[src/rtl/proc_pkg.sv]
// Shared processor definitions: instruction field layout, control opcodes and sequencer states.
// Imported by the program sequencer, its return stack and its bus interface.
package proc_pkg;

    localparam int ADDR_W  = 13;
    localparam int INSTR_W = 18;
    localparam int OPC_W   = 5;
    localparam int REG_W   = 4;
    localparam int OFF_W   = 9;

    localparam int OPC_HI  = 17;
    localparam int OPC_LO  = 13;
    localparam int OFF_HI  = 12;
    localparam int OFF_LO  = 4;
    localparam int REG_HI  = 3;
    localparam int REG_LO  = 0;
    localparam int TGT_HI  = 12;
    localparam int TGT_LO  = 0;

    typedef enum logic [OPC_W-1:0] {
        OP_BRZ = 5'b11000,
        OP_JMP = 5'b11010,
        OP_RET = 5'b11100
    } opcode_e;

    typedef enum logic {
        ST_IDLE = 1'b0,
        ST_RUN  = 1'b1
    } seq_state_e;

    // Branch offsets are relative to the address of the BRZ itself.
    function automatic logic [ADDR_W-1:0] brz_target(input logic [ADDR_W-1:0] pc,
                                                     input logic [OFF_W-1:0]  off);
        return pc + {{(ADDR_W-OFF_W){off[OFF_W-1]}}, off};
    endfunction

endpackage

[src/rtl/pc_seq_if.sv]
// Bus bundle between the program sequencer, program ROM, register file zero test and datapath.
// master = sequencer side, slave = environment side.
interface pc_seq_if;
    import proc_pkg::*;

    logic               start;
    logic               ready;
    logic [ADDR_W-1:0]  padr;
    logic [INSTR_W-1:0] dout;
    logic [REG_W-1:0]   rz_sel;
    logic               rz_zero;
    logic               exec_valid;
    logic [INSTR_W-1:0] exec_instr;
    logic               stall;
    logic               rstk_err;

    modport master (
        input  start, dout, rz_zero, stall,
        output ready, padr, rz_sel, exec_valid, exec_instr, rstk_err
    );

    modport slave (
        output start, dout, rz_zero, stall,
        input  ready, padr, rz_sel, exec_valid, exec_instr, rstk_err
    );

endinterface

[src/rtl/pc_seq_rstk.sv]
// Circular return-address LIFO: push on a full stack overwrites the oldest entry, the level saturates.
// The full flag is exported only when PC_SEQ_RSTK_CHECK_EN is defined.
module pc_seq_rstk
    import proc_pkg::*;
#(
    parameter int RSTK_DEPTH = 4
) (
    input  logic              clk,
    input  logic              rst_n,
    input  logic              clear,
    input  logic              push,
    input  logic              pop,
    input  logic [ADDR_W-1:0] push_data,
    output logic [ADDR_W-1:0] top,
    output logic              empty
`ifdef PC_SEQ_RSTK_CHECK_EN
   ,output logic              full
`endif
);

    localparam int PTR_W = $clog2(RSTK_DEPTH);
    localparam int CNT_W = PTR_W + 1;

    logic [ADDR_W-1:0]     mem_reg [RSTK_DEPTH];
    logic [PTR_W-1:0]      head_reg;
    logic [CNT_W-1:0]      sp_reg;
    logic [RSTK_DEPTH-1:0] wr_en;
    logic                  full_int;

    assign full_int = (sp_reg == CNT_W'(RSTK_DEPTH));
    assign empty    = (sp_reg == '0);
    // head is the next free slot, so the newest entry sits one below it
    assign top      = mem_reg[head_reg - PTR_W'(1)];

`ifdef PC_SEQ_RSTK_CHECK_EN
    assign full = full_int;
`endif

    generate
        for (genvar gi = 0; gi < RSTK_DEPTH; gi++) begin : g_wr_en
            assign wr_en[gi] = push && !clear && (head_reg == PTR_W'(gi));
        end
    endgenerate

    always_ff @(posedge clk) begin
        for (int i = 0; i < RSTK_DEPTH; i++) begin
            if (wr_en[i]) begin
                mem_reg[i] <= push_data;
            end
        end
    end

    always_ff @(posedge clk) begin
        if (!rst_n || clear) begin
            head_reg <= '0;
            sp_reg   <= '0;
        end else if (push) begin
            head_reg <= head_reg + PTR_W'(1);
            if (!full_int) begin
                sp_reg <= sp_reg + CNT_W'(1);
            end
        end else if (pop && !empty) begin
            head_reg <= head_reg - PTR_W'(1);
            sp_reg   <= sp_reg - CNT_W'(1);
        end
    end

endmodule

[src/rtl/pc_seq.sv]
// Program sequencer: owns the PC, runs BRZ/JMP/RET itself and hands every other opcode to the datapath.
// Define PC_SEQ_RSTK_CHECK_EN to build the sticky return-stack over/underflow flag (rstk_err).
module pc_seq
    import proc_pkg::*;
#(
    parameter int RSTK_DEPTH = 4
) (
    input  logic      clk,
    input  logic      rst_n,
    pc_seq_if.master  bus
);

    seq_state_e         state_reg;
    logic [ADDR_W-1:0]  pc_reg;
    logic               ready_reg;

    logic [OPC_W-1:0]   opc;
    logic               is_brz;
    logic               is_jmp;
    logic               is_ret;
    logic               is_ctrl;
    logic               run;
    logic               advance;

    logic [ADDR_W-1:0]  pc_inc;
    logic [ADDR_W-1:0]  pc_next;
    logic [ADDR_W-1:0]  jmp_tgt;
    logic               go_idle;

    logic               rstk_push;
    logic               rstk_pop;
    logic               rstk_clear;
    logic [ADDR_W-1:0]  rstk_top;
    logic               rstk_empty;

    assign opc     = bus.dout[OPC_HI:OPC_LO];
    assign is_brz  = (opc == OP_BRZ);
    assign is_jmp  = (opc == OP_JMP);
    assign is_ret  = (opc == OP_RET);
    assign is_ctrl = is_brz || is_jmp || is_ret;

    assign run     = (state_reg == ST_RUN);
    assign advance = run && !bus.stall;

    assign pc_inc  = pc_reg + ADDR_W'(1);
    assign jmp_tgt = bus.dout[TGT_HI:TGT_LO];

    always_comb begin
        pc_next   = pc_inc;
        rstk_push = 1'b0;
        rstk_pop  = 1'b0;
        if (is_brz) begin
            pc_next = bus.rz_zero ? brz_target(pc_reg, bus.dout[OFF_HI:OFF_LO]) : pc_inc;
        end else if (is_jmp) begin
            pc_next   = jmp_tgt;
            rstk_push = advance && (jmp_tgt != '0);
        end else if (is_ret) begin
            pc_next  = rstk_empty ? '0 : rstk_top;
            rstk_pop = advance && !rstk_empty;
        end
    end

    // Address 0 is the idle loop: any flow that lands there ends the program.
    assign go_idle    = (pc_next == '0);
    assign rstk_clear = advance && go_idle;

    always_ff @(posedge clk) begin
        if (!rst_n) begin
            state_reg <= ST_IDLE;
            pc_reg    <= '0;
            ready_reg <= 1'b1;
        end else begin
            case (state_reg)
                ST_IDLE: begin
                    if (bus.start) begin
                        state_reg <= ST_RUN;
                        pc_reg    <= ADDR_W'(1);
                        ready_reg <= 1'b0;
                    end
                end
                ST_RUN: begin
                    if (!bus.stall) begin
                        if (go_idle) begin
                            state_reg <= ST_IDLE;
                            pc_reg    <= '0;
                            ready_reg <= 1'b1;
                        end else begin
                            pc_reg <= pc_next;
                        end
                    end
                end
                default: begin
                    state_reg <= ST_IDLE;
                    pc_reg    <= '0;
                    ready_reg <= 1'b1;
                end
            endcase
        end
    end

`ifdef PC_SEQ_RSTK_CHECK_EN
    logic rstk_full;
    logic err_reg;
`endif

    pc_seq_rstk #(
        .RSTK_DEPTH (RSTK_DEPTH)
    ) u_rstk (
        .clk       (clk),
        .rst_n     (rst_n),
        .clear     (rstk_clear),
        .push      (rstk_push),
        .pop       (rstk_pop),
        .push_data (pc_inc),
        .top       (rstk_top),
        .empty     (rstk_empty)
`ifdef PC_SEQ_RSTK_CHECK_EN
       ,.full      (rstk_full)
`endif
    );

`ifdef PC_SEQ_RSTK_CHECK_EN
    always_ff @(posedge clk) begin
        if (!rst_n) begin
            err_reg <= 1'b0;
        end else if ((rstk_push && rstk_full) || (advance && is_ret && rstk_empty)) begin
            err_reg <= 1'b1;
        end
    end
    assign bus.rstk_err = err_reg;
`else
    assign bus.rstk_err = 1'b0;
`endif

    assign bus.padr       = pc_reg;
    assign bus.ready      = ready_reg;
    assign bus.rz_sel     = bus.dout[REG_HI:REG_LO];
    assign bus.exec_valid = run && !is_ctrl;
    assign bus.exec_instr = bus.dout;

endmodule

[src/flat_wrapper.sv]
// flat-port wrapper written by rule: the top's interface ports become plain ports
module pc_seq_flat import proc_pkg::*;
#(
    parameter int RSTK_DEPTH = 4
)
  (clk, rst_n, bus_start, bus_dout, bus_rz_zero, bus_stall, bus_ready, bus_padr, bus_rz_sel, bus_exec_valid, bus_exec_instr, bus_rstk_err);
  pc_seq_if bus_i ();
  input  logic clk;
  input  logic rst_n;
  input wire logic [$bits(bus_i.start)-1:0] bus_start;
  input wire logic [$bits(bus_i.dout)-1:0] bus_dout;
  input wire logic [$bits(bus_i.rz_zero)-1:0] bus_rz_zero;
  input wire logic [$bits(bus_i.stall)-1:0] bus_stall;
  output wire logic [$bits(bus_i.ready)-1:0] bus_ready;
  output wire logic [$bits(bus_i.padr)-1:0] bus_padr;
  output wire logic [$bits(bus_i.rz_sel)-1:0] bus_rz_sel;
  output wire logic [$bits(bus_i.exec_valid)-1:0] bus_exec_valid;
  output wire logic [$bits(bus_i.exec_instr)-1:0] bus_exec_instr;
  output wire logic [$bits(bus_i.rstk_err)-1:0] bus_rstk_err;
  assign bus_i.start = bus_start;
  assign bus_i.dout = bus_dout;
  assign bus_i.rz_zero = bus_rz_zero;
  assign bus_i.stall = bus_stall;
  assign bus_ready = bus_i.ready;
  assign bus_padr = bus_i.padr;
  assign bus_rz_sel = bus_i.rz_sel;
  assign bus_exec_valid = bus_i.exec_valid;
  assign bus_exec_instr = bus_i.exec_instr;
  assign bus_rstk_err = bus_i.rstk_err;
  pc_seq #(.RSTK_DEPTH(RSTK_DEPTH)) u_core (.clk(clk), .rst_n(rst_n), .bus(bus_i));
endmodule
[config.mk]
export PLATFORM = sky130hd
export DESIGN_NAME = pc_seq_flat
export DESIGN_NICKNAME = d
export VERILOG_FILES = /design/src/rtl/proc_pkg.sv /design/src/rtl/pc_seq_if.sv /design/src/rtl/pc_seq_rstk.sv /design/src/rtl/pc_seq.sv /design/src/flat_wrapper.sv
export SDC_FILE = /design/constraint.sdc
export NUM_CORES = 1
export LEC_CHECK = 0
export CORE_ASPECT_RATIO = 0.8
export CORE_UTILIZATION = 30
export CTS_CLUSTER_SIZE = 16
export DETAILED_ROUTE_END_ITERATION = 6
export HOLD_SLACK_MARGIN = 0.05
export PLACE_DENSITY = 0.57
export SLEW_MARGIN = 10
export SYNTH_ARGS = -nofsm -noshare
export SYNTH_HDL_FRONTEND = slang
export SYNTH_SLANG_ARGS = --single-unit
[constraint.sdc]
create_clock -name clk -period 3.5 [get_ports clk]
set_clock_uncertainty 0.1 [all_clocks]
set_input_delay 0.35 -clock clk [delete_from_list [all_inputs] [get_ports clk]]
set_output_delay 0.35 -clock clk [all_outputs]
set_load 0.03 [all_outputs]
After elaboration in Yosys (flattened, before gate mapping)
Memory sizes are Yosys's and may differ from the RTL's.
Index checks and enable logic that the tools add are counted.
{"block": "totals", "ff_bits": 20, "ramBits": 52, "output_inout_bits": 38, "word_cells": 98, "n_memories": 1}
{"block": "op_classes", "addsub": 6, "eq_ne": 11, "mux": 44, "n_bitwise": 1, "n_reduce_logical": 30}
{"name": "u_core.u_rstk.mem_reg", "depth": 4, "word_bits": 13, "read_ports": 1, "rd_ports_with_merged_regs": 0, "wr": 1, "line": "pc_seq_rstk.sv:24", "text": "logic [ADDR_W-1:0] mem_reg [RSTK_DEPTH];"}
{"operator": "$mux 13", "count": 11}
{"operator": "$reduce_or 13->1", "count": 3}
{"operator": "$pmux 13 s2", "count": 1}
{"operator": "$mux 1", "count": 22}
{"operator": "$eq 5x5->1 const B", "count": 3}
{"operator": "$add 13x1->13 const B", "count": 1}
{"operator": "$add 13x13->13", "count": 1}
{"operator": "$logic_not 13->1", "count": 1}
{"operator": "$reduce_bool 13->1", "count": 1}
{"operator": "$logic_and 1x1->1", "count": 11}
{"operator": "$mux 2", "count": 5}
{"operator": "$mux 3", "count": 3}
{"operator": "$ne 2x2->1 const B", "count": 4}
{"operator": "$logic_not 1->1", "count": 5}
{"operator": "$eq 2x2->1 const B", "count": 2}
{"operator": "$pmux 1 s2", "count": 2}
{"operator": "$reduce_and 2->1", "count": 2}
{"operator": "$add 3x1->3 const B", "count": 1}
{"operator": "$eq 3x3->1 const B", "count": 1}
{"operator": "$logic_not 3->1", "count": 1}
{"operator": "$logic_or 1x1->1", "count": 3}
{"operator": "$reduce_and 3->1", "count": 1}
{"operator": "$sub 3x1->3 const B", "count": 1}
{"operator": "$add 2x1->2 const B", "count": 1}
{"operator": "other kinds (5)", "count": 5}

Logic depth before layout (Yosys ltp)
Gate-level depths: netlist of the first run.
An unclocked memory read counts as a cell.
{"block": "depth", "word_depth": 17, "ltp_mapped": 14}

By module
Synthesis of the first run repeated with hierarchy kept, for this count alone.
{"block": "hier_totals", "hier_cells": 417, "area_unflattened_um2": 4564.4}
{"module": "pc_seq", "n_inst": 1, "cells_each": 302, "area_per_inst_um2": 2298.5}
{"module": "pc_seq_rstk", "n_inst": 1, "cells_each": 115, "area_per_inst_um2": 2265.9}

Least setup slack after synthesis of the first run
Ideal clock, no wire load.
{"block": "synth_timing", "path_kind": "register to register", "start": "register u_core.u_rstk.head_reg[0]", "end": "register u_core.u_rstk.sp_reg[1]", "setup_time_ns": 0.117, "arrival_ns": 3.030, "t_required_ns": 3.283, "path_slack_ns": 0.253, "path_stages_with_launch": 15, "path_buffers": 5, "synth_period_minus_slack_ns": 3.247, "cell_sequence": "dfxtp_1 buf_2 buf_6 inv_1 ha_1 buf_1 clkbuf_1 mux4_2 and2_1 a211oi_1 o211ai_1 nor4_1 and4_1 buf_4 nor3b_1"}
{"block": "synth_between", "elab_chain_cells": 9}
{"element": "start: declaration", "line": "pc_seq_rstk.sv:25", "text": "logic [PTR_W-1:0] head_reg;"}
{"element": "start signal: assignment", "line": "pc_seq_rstk.sv:58", "text": "head_reg <= head_reg + PTR_W'(1);"}
{"element": "start signal: assignment", "line": "pc_seq_rstk.sv:63", "text": "head_reg <= head_reg - PTR_W'(1);"}
{"element": "$sub 2x1->2", "line": "pc_seq_rstk.sv:33", "text": "assign top = mem_reg[head_reg - PTR_W'(1)];"}
{"element": "$mem_v2 4x13"}
{"element": "$mux 13", "line": "pc_seq.sv:58", "text": "pc_next = rstk_empty ? '0 : rstk_top;"}
{"element": "$mux 13", "line": "pc_seq.sv:57", "text": "end else if (is_ret) begin"}
{"element": "$mux 13", "line": "pc_seq.sv:54", "text": "end else if (is_jmp) begin"}
{"element": "$mux 13", "line": "pc_seq.sv:52", "text": "if (is_brz) begin"}
{"element": "$logic_not 13->1", "line": "pc_seq.sv:64", "text": "assign go_idle = (pc_next == '0);"}
{"element": "$logic_and 1x1->1", "line": "pc_seq.sv:65", "text": "assign rstk_clear = advance && go_idle;"}
{"element": "$logic_or 1x1->1", "line": "pc_seq_rstk.sv:54", "text": "if (!rst_n || clear) begin"}
{"element": "end signal: assignment", "line": "pc_seq_rstk.sv:60", "text": "sp_reg <= sp_reg + CNT_W'(1);"}
{"element": "end signal: assignment", "line": "pc_seq_rstk.sv:64", "text": "sp_reg <= sp_reg - CNT_W'(1);"}
{"element": "end: declaration", "line": "pc_seq_rstk.sv:26", "text": "logic [CNT_W-1:0] sp_reg;"}
Every way passes these cells.
A chain may end at the register's enable or synchronous reset.

Final worst setup path of the first run
{"block": "layout_timing", "start": "register u_core.u_rstk.head_reg[1]", "end": "register u_core.ready_reg (netlist: u_core.bus.ready)"}
{"block": "layout_between", "elab_chain_cells": 9}
{"element": "$sub 2x1->2", "line": "pc_seq_rstk.sv:33"}
{"element": "$mem_v2 4x13"}
{"element": "$mux 13", "line": "pc_seq.sv:58"}
{"element": "$mux 13", "line": "pc_seq.sv:57"}
{"element": "$mux 13", "line": "pc_seq.sv:54"}
{"element": "$mux 13", "line": "pc_seq.sv:52"}
{"element": "$logic_not 13->1", "line": "pc_seq.sv:64"}
{"element": "$ne 2x2->1 (no line)"}
{"element": "$reduce_and 3->1 (no line)"}
{"element": "end signal: assignment", "line": "pc_seq.sv:71", "text": "ready_reg <= 1'b1;"}
{"element": "end signal: assignment", "line": "pc_seq.sv:78", "text": "ready_reg <= 1'b0;"}
{"element": "end signal: assignment", "line": "pc_seq.sv:86", "text": "ready_reg <= 1'b1;"}
{"element": "end: declaration", "line": "pc_seq.sv:15", "text": "logic ready_reg;"}
Every way passes these cells.

==> results by group, run 1 <==
Setup path
  – CP delay by family, top: simple AND/OR/NAND/NOR gates
  – Slowest stage delay, CP: 520 ps
  – Worst path cell trace: inv_1 > ha_1 > mux4_2 > nand4_1 > o211ai_1 > nor4_1 > nand4_1 > nor4_1 > and4_1 > nand3b_1
  – Worst r2r src: u_core.u_rstk.head_reg[1]
  – R2R cell count: 10
  – Endpoint type of the worst setup path: register
  – Crit Reg-Reg Endpoint: u_core.bus.ready
  – Max FO, Critical Path: 7
  – Crit path launch type: register
  – R2R Setup Slk: 250 ps
  – Crit path required time: 3660 ps
  – Worst Setup SP: u_core.u_rstk.head_reg[1]
  – Worst path arrival time: 3420 ps
  – CP max stage cell: ha_1
  – CP Class: reg2reg
  – CP bufs+invs: 1

Clocking
  – Post-CTS Hold Fix Bufs: 0
  – Clock buffer count from CTS: 9
  – CTS H-tree lvls: 3
  – Reg clk slew, reported paths: 60 ps
  – Post-cts resize count: 0
  – Clock root buffer: clkbuf_16
  – Clk Latency, worst-skew pair: 340 ps
  – CTS tree: built
  – Clk sink count: 72
  – Setup bufs post-CTS: 0
  – Deepest clock path buffer count: 2

Pwr
  – Max VDD drop: 0.0002207 V
  – Pwr dens: 396.3 nW/um2
  – Pleak: 2.183 nW

Route
  – Final WL: 13.52 mm
  – Routed vias/inst: 5.471
  – Drt pass-1 iters: 5
  – Initial DRC count: 314
  – Post-DRT Antenna Nets: 0
  – WL per Instance: 19.13 um
  – Via count: 3868
  – DRC: 0

Layout
  – Largest register FFs: 52
  – Layout cells sized above 1: 16.06%
  – Area Overhead vs Synth: 26.49%
  – Diodes inserted: 0
  – Fin nets: 560
  – Fillers: 1425

Place
  – Worst Setup Slack post-DPL: -30.69 ps
  – Final Wtd Congestion: 0.9495
  – DPL Wire Length: 10.39 mm
  – IO buf count: 59

Run status
  – Outcome: finished, final reports clean

Timing
  – Sum Neg Setup Slack: 0 ps
  – Slew Limit Fails: 0
  – Final WS setup: 245.5 ps
  – Slew at the pin closest to its max-slew limit: 753.6 ps
  – Worst slew margin: 49.60%
  – Final hold viol count: 0
  – Fmax: 0.3073 GHz
  – Period utilisation layout: 92.99%
  – Min Tclk post-route: 3255 ps
  – RSZ-0062 raised after global routing: no
  – Setup-failing EPs final: 0

Yosys
  – Post-Synthesis Net Count: 492
  – Yosys reg bits: 72
  – Post-synth ARST share: 0%
  – Ys flop type: edfxtp_1
  – EDFF count, synth: 52
  – Share of the synthesized area in the top cell type: 34.19%
  – Mapped Area: 4567 um2
  – Post-synth top area cell: edfxtp_1
  – Ys Warns: 0
  – Largest cells by area after synthesis: edfxtp_1 34%, dfxtp_1 8.8%, mux4_2 6.4%, ha_1 4.7%, buf_4 3.9%
  – Cells after synthesis: 450
  – Avg Cell Area, Syn: 10.15 um2
  – Sequential share of the synthesized area: 42.96%
  – Count of cell types in the netlist: 64

Floorplan
  – Rows: 39
  – Die ar.: 15720 um2
  – Starting Density: 31.30%
  – Die width: 139.9 um
  – Core area: 14590 um2
  – Num ports: 61
  – Die height: 112.4 um

Worst hold path
  – Hold path cells: 2
  – Hold Path Class: reg2reg
  – HP Start: u_core.bus.ready
  – Hold EP: u_core.bus.ready

Global route
  – Total Routing Usage GR: 18.06%
  – Largest net degree at the start of global routing: 22
  – Total global routing overflow: 0
  – Vias in the first global route: 3675
  – First-pass GRT wire length: 21.18 mm
  – Initial antenna violation count: 0

Run
  – Max cap viols: 0
cells in the mapped netlist, types with 2 or more instances:
master and n:
edfxtp_1 52, nand2_1 36, nor2_1 31, buf_4 24
a21oi_1 23, o21ai_0 21, dfxtp_1 20, inv_1 20
ha_1 17, clkbuf_1 14, mux4_2 13, nand3_1 13
nor3_1 11, nand4_1 10, nor2b_1 10, and3_1 9
xnor2_1 9, o211ai_1 8, xor2_1 8, a211oi_1 6
nand2b_1 6, or3_1 6, a31oi_1 5, mux2_2 5
nor4_1 5, a21o_1 4, and2_1 4, o31ai_1 4
a21boi_0 3, a22oi_1 3, and4_1 3, buf_2 3
nand3b_1 3, o21a_1 3, o22ai_1 3, a211o_1 2
a32o_1 2, buf_6 2, fa_1 2, nor3b_1 2
o211a_1 2
placed cells by master, fill, tap and decap left out, types with 3 or more instances in the layout:
master           instances
a21oi_1                 23
o22ai_1                  3
nor2_1                  31
o211ai_1                 8
clkdlybuf4s50_1         59
a21o_1                   4
nand3b_1                 3
or3_1                    6
mux4_2                  13
o21ai_0                 21
a21boi_0                 3
inv_1                   20
and4_1                   3
nand2_1                 36
clkbuf_16                9
bufinv_16                3
a22oi_1                  3
ha_1                    17
nand4_1                 10
nor3_1                  11
a31oi_1                  5
mux2_2                   5
and2_1                   4
edfxtp_1                52
xnor2_1                  9
nand2b_1                 6
buf_4                   43
o21a_1                   3
o31ai_1                  4
dfxtp_1                 20
and3_1                   9
a211oi_1                 6
nand3_1                 13
nor2b_1                 10
xor2_1                   8
nor4_1                   5
logic make-up after synthesis:
kind of cell    after synthesis  share of synthesized area, %
flops                        72                         42.96
fa+ha+maj                    19                         5.534
simple gates                155                         17.75
other cells                   1                       0.08211
compound gates              101                         14.71
xor+xnor                     17                         3.260
buf+inv                      66                         7.835
mux                          19                         7.863
worst reg2reg max path, cell delays in order (launching register included):
cell and delay (ps):
dfxtp_1 380, inv_1 80, ha_1 520, mux4_2 380, nand4_1 110, o211ai_1 130, nor4_1 280, nand4_1 210
nor4_1 440, and4_1 410, nand3b_1 140
power by group:
part | switching, W | internal [W]
combinational | 0.000180 | 0.000129
sequential | 0.00000767 | 0.000915
clock | 0.000360 | 0.000697
area by class of cell:
cell class / count / area, um2 / share of cell area [%]
multi-input combinational: 312 / 2247 / 38.90
sequential: 72 / 1962 / 33.96
timing repair buffer: 102 / 913.4 / 15.81
tap: 184 / 230.2 / 3.985
clock buffer: 9 / 225.2 / 3.899
clock inverter: 7 / 120.1 / 2.079
inverter: 21 / 78.83 / 1.365
metal layers:
layer	part of all wire, %	track usage (%)	wire length (um)	vias to the layer above
met3	9.2	4.906	1244	7
li1	-	-	-	1802
met2	42	25.47	5735	178
met5	0	0	0	-
met1	48	27.39	6458	1881
met4	0.63	3.443	85	0
metrics by stage:
step | std cells | total power, W | cell area (um2) | hold slack, ps | util (%)
2_1_floorplan | 450 | 0.001121 | 4567 | 401.6 | -
3_3_place_gp | 691 | 0.001245 | 5431 | 398.7 | 37.23
3_5_place_dp | 691 | 0.001246 | 5431 | 404.3 | 37.23
4_1_cts | 707 | 0.002308 | 5777 | 415.8 | 39.59
5_1_grt | 707 | 0.002365 | 5777 | 464.6 | 39.59
6_report | 707 | 0.002289 | 5777 | 417.8 | 39.59
how the worst max path moves through the flow:
stage	end	slack [ps]	depth (start not counted)
after floorplan	u_core.u_rstk.sp_reg[1]	250	14
after global placement	u_core.bus.ready	-10	12
after detailed placement	u_core.bus.ready	-30	12
after CTS	u_core.bus.ready	280	10
after global routing	u_core.bus.ready	80	12
final	u_core.bus.ready	250	10
Note: power is estimated with default switching activity, not from simulation.
==> inputs of run 2 (changes only) <==
--- a/config.mk
+++ b/config.mk
@@ -6,11 +6,12 @@
 export NUM_CORES = 1
 export LEC_CHECK = 0
 export CORE_ASPECT_RATIO = 0.8
-export CORE_UTILIZATION = 30
+export CORE_UTILIZATION = 45
+export CTS_CLUSTER_DIAMETER = 80
 export CTS_CLUSTER_SIZE = 16
 export DETAILED_ROUTE_END_ITERATION = 6
 export HOLD_SLACK_MARGIN = 0.05
-export PLACE_DENSITY = 0.57
+export PLACE_DENSITY = 0.77
 export SLEW_MARGIN = 10
 export SYNTH_ARGS = -nofsm -noshare
 export SYNTH_HDL_FRONTEND = slang
==> results by group, run 2 (synthesized netlist as in run 1, its figures left out) <==
Setup path
  – Worst path arrival time: 3490 ps (was 3420 ps)
  – Crit path required time: 3660 ps (about the same)
  – Endpoint type of the worst setup path: register (unchanged)
  – Max FO, Critical Path: 7 (unchanged)
  – Crit path launch type: input port (was register)
  – CP Class: in2reg (was reg2reg)

Clocking
  – Deepest clock path buffer count: 2 (unchanged)
  – Reg clk slew, reported paths: 60 ps (about the same)
  – Clk Latency, worst-skew pair: 340 ps (about the same)
  – CTS H-tree lvls: 3 (unchanged)
  – Clock root buffer: clkbuf_16 (unchanged)
  – Post-CTS Hold Fix Bufs: 0 (unchanged)
  – Clk sink count: 72 (unchanged)
  – CTS tree: built (unchanged)
  – Setup bufs post-CTS: 0 (unchanged)
  – Clock buffer count from CTS: 9 (unchanged)
  – Post-cts resize count: 0 (unchanged)

Pwr
  – Pwr dens: 385.7 nW/um2 (was 396.3 nW/um2)
  – Pleak: 2.100 nW (was 2.183 nW)
  – Power Total: 0.002153 W (was 0.002289 W)
  – Max VDD drop: 0.0002223 V (was 0.0002207 V)

Route
  – Post-DRT Antenna Nets: 0 (unchanged)
  – Initial DRC count: 384 (was 314)
  – Routed vias/inst: 6.073 (was 5.471)
  – Via count: 3929 (was 3868)
  – Drt pass-1 iters: 5 (unchanged)
  – DRC: 0 (unchanged)
  – Final WL: 13.29 mm (was 13.52 mm)
  – WL per Instance: 20.54 um (was 19.13 um)

Timing
  – Final hold viol count: 0 (unchanged)
  – Period utilisation layout: 95.26% (was 92.99%)
  – Min Tclk post-route: 3334 ps (was 3255 ps)
  – Slew Limit Fails: 0 (unchanged)
  – Slew at the pin closest to its max-slew limit: 746.4 ps (was 753.6 ps)
  – Worst slew margin: 50.08% (was 49.60%)
  – Setup-failing EPs final: 0 (unchanged)
  – Fmax: 0.2999 GHz (was 0.3073 GHz)
  – Fin Hold WS: 402.7 ps (was 417.8 ps)
  – RSZ-0062 raised after global routing: no (unchanged)

Place
  – DPL Wire Length: 9.686 mm (was 10.39 mm)
  – IO buf count: 59 (unchanged)
  – Final Wtd Congestion: 0.9557 (was 0.9495)

Global route
  – Largest net degree at the start of global routing: 22 (unchanged)
  – First-pass GRT wire length: 20.95 mm (was 21.18 mm)
  – Total Routing Usage GR: 26.57% (was 18.06%)
  – Initial antenna violation count: 0 (unchanged)
  – Vias in the first global route: 3774 (was 3675)
  – Total global routing overflow: 0 (unchanged)

Worst hold path
  – Hold Path Class: reg2reg (unchanged)

Layout
  – Fin nets: 548 (was 560)
  – Area Overhead vs Synth: 22.19% (was 26.49%)
  – Largest register FFs: 52 (unchanged)
  – Commonest non-fill, non-tap cell in the layout: clkdlybuf4s50_1 (unchanged)
  – Layout cells sized above 1: 13.89% (was 16.06%)
  – Diodes inserted: 0 (unchanged)
  – Fillers: 851 (was 1425)
  – Most frequent cells in the layout: 59 x clkdlybuf4s50_1, 52 x edfxtp_1, 36 x nand2_1 (was 59 x clkdlybuf4s50_1, 52 x edfxtp_1, 43 x buf_4)

Floorplan
  – Starting Density: 46.75% (was 31.30%)
  – Die height: 92.11 um (was 112.4 um)
  – Core area: 9769 um2 (was 14590 um2)
  – Die ar.: 10560 um2 (was 15720 um2)
  – Die width: 114.6 um (was 139.9 um)
  – Rows: 32 (was 39)
  – Num ports: 61 (unchanged)

Run status
  – Outcome: finished, final reports clean (unchanged)

Run
  – Max cap viols: 0 (unchanged)
run 2: cell type report:
type	instances	area, um2	area share, %
tap	136	170.2	3.049
clock inverter	6	67.56	1.211
sequential	72	1962	35.16
multi-input combinational	312	2250	40.31
clock buffer	10	229.0	4.103
timing repair buffer	90	823.3	14.75
inverter	21	78.83	1.413
run 2: power by group:
group | internal, W | switching [W]
clock network | 0.000556 | 0.000375
logic | 0.000123 | 0.000171
registers | 0.000915 | 0.0000125
total | 0.00159 | 0.000558
run 2: critical path: stages:
cell	delay, ps
clkdlybuf4s50_1	420
ha_1	210
inv_1	70
fa_1	200
nor2b_1	70
o31ai_1	420
a21oi_1	160
or3_1	330
a31o_2	250
nor4_1	410
and4_1	440
nand3b_1	150
run 2: worst paths after layout:
path	from	end	slack, ps	cells after the start
hold reg to reg	u_core.bus.ready	u_core.bus.ready	400	2
setup / recovery	bus_dout[4]	u_core.bus.ready	170	12
setup reg to reg	u_core.u_rstk.head_reg[1]	u_core.bus.ready	220	10
hold / removal	u_core.bus.ready	u_core.bus.ready	400	2
run 2: per-stage QoR:
step	instances	TNS (ps)	worst slack [ps]	instance area [um2]	util, %
2_1_floorplan	450	0	253.1	4567	-
3_3_place_gp	631	-4.918	-4.918	5281	54.06
3_5_place_dp	631	-64.35	-21.01	5281	54.06
4_1_cts	647	0	70.45	5578	57.10
5_1_grt	647	0	18.21	5580	57.12
6_report	647	0	165.9	5580	57.12
run 2: routing by layer:
| metal | vias up | wire, um | track usage (%) |
|---|---|---|---|
| met5 | - | 0 | 0 |
| met4 | 0 | 189 | 6.710 |
| met3 | 28 | 1349 | 6.609 |
| met2 | 222 | 5880 | 39.75 |
| met1 | 1905 | 5869 | 38.31 |
| li1 | 1774 | - | - |
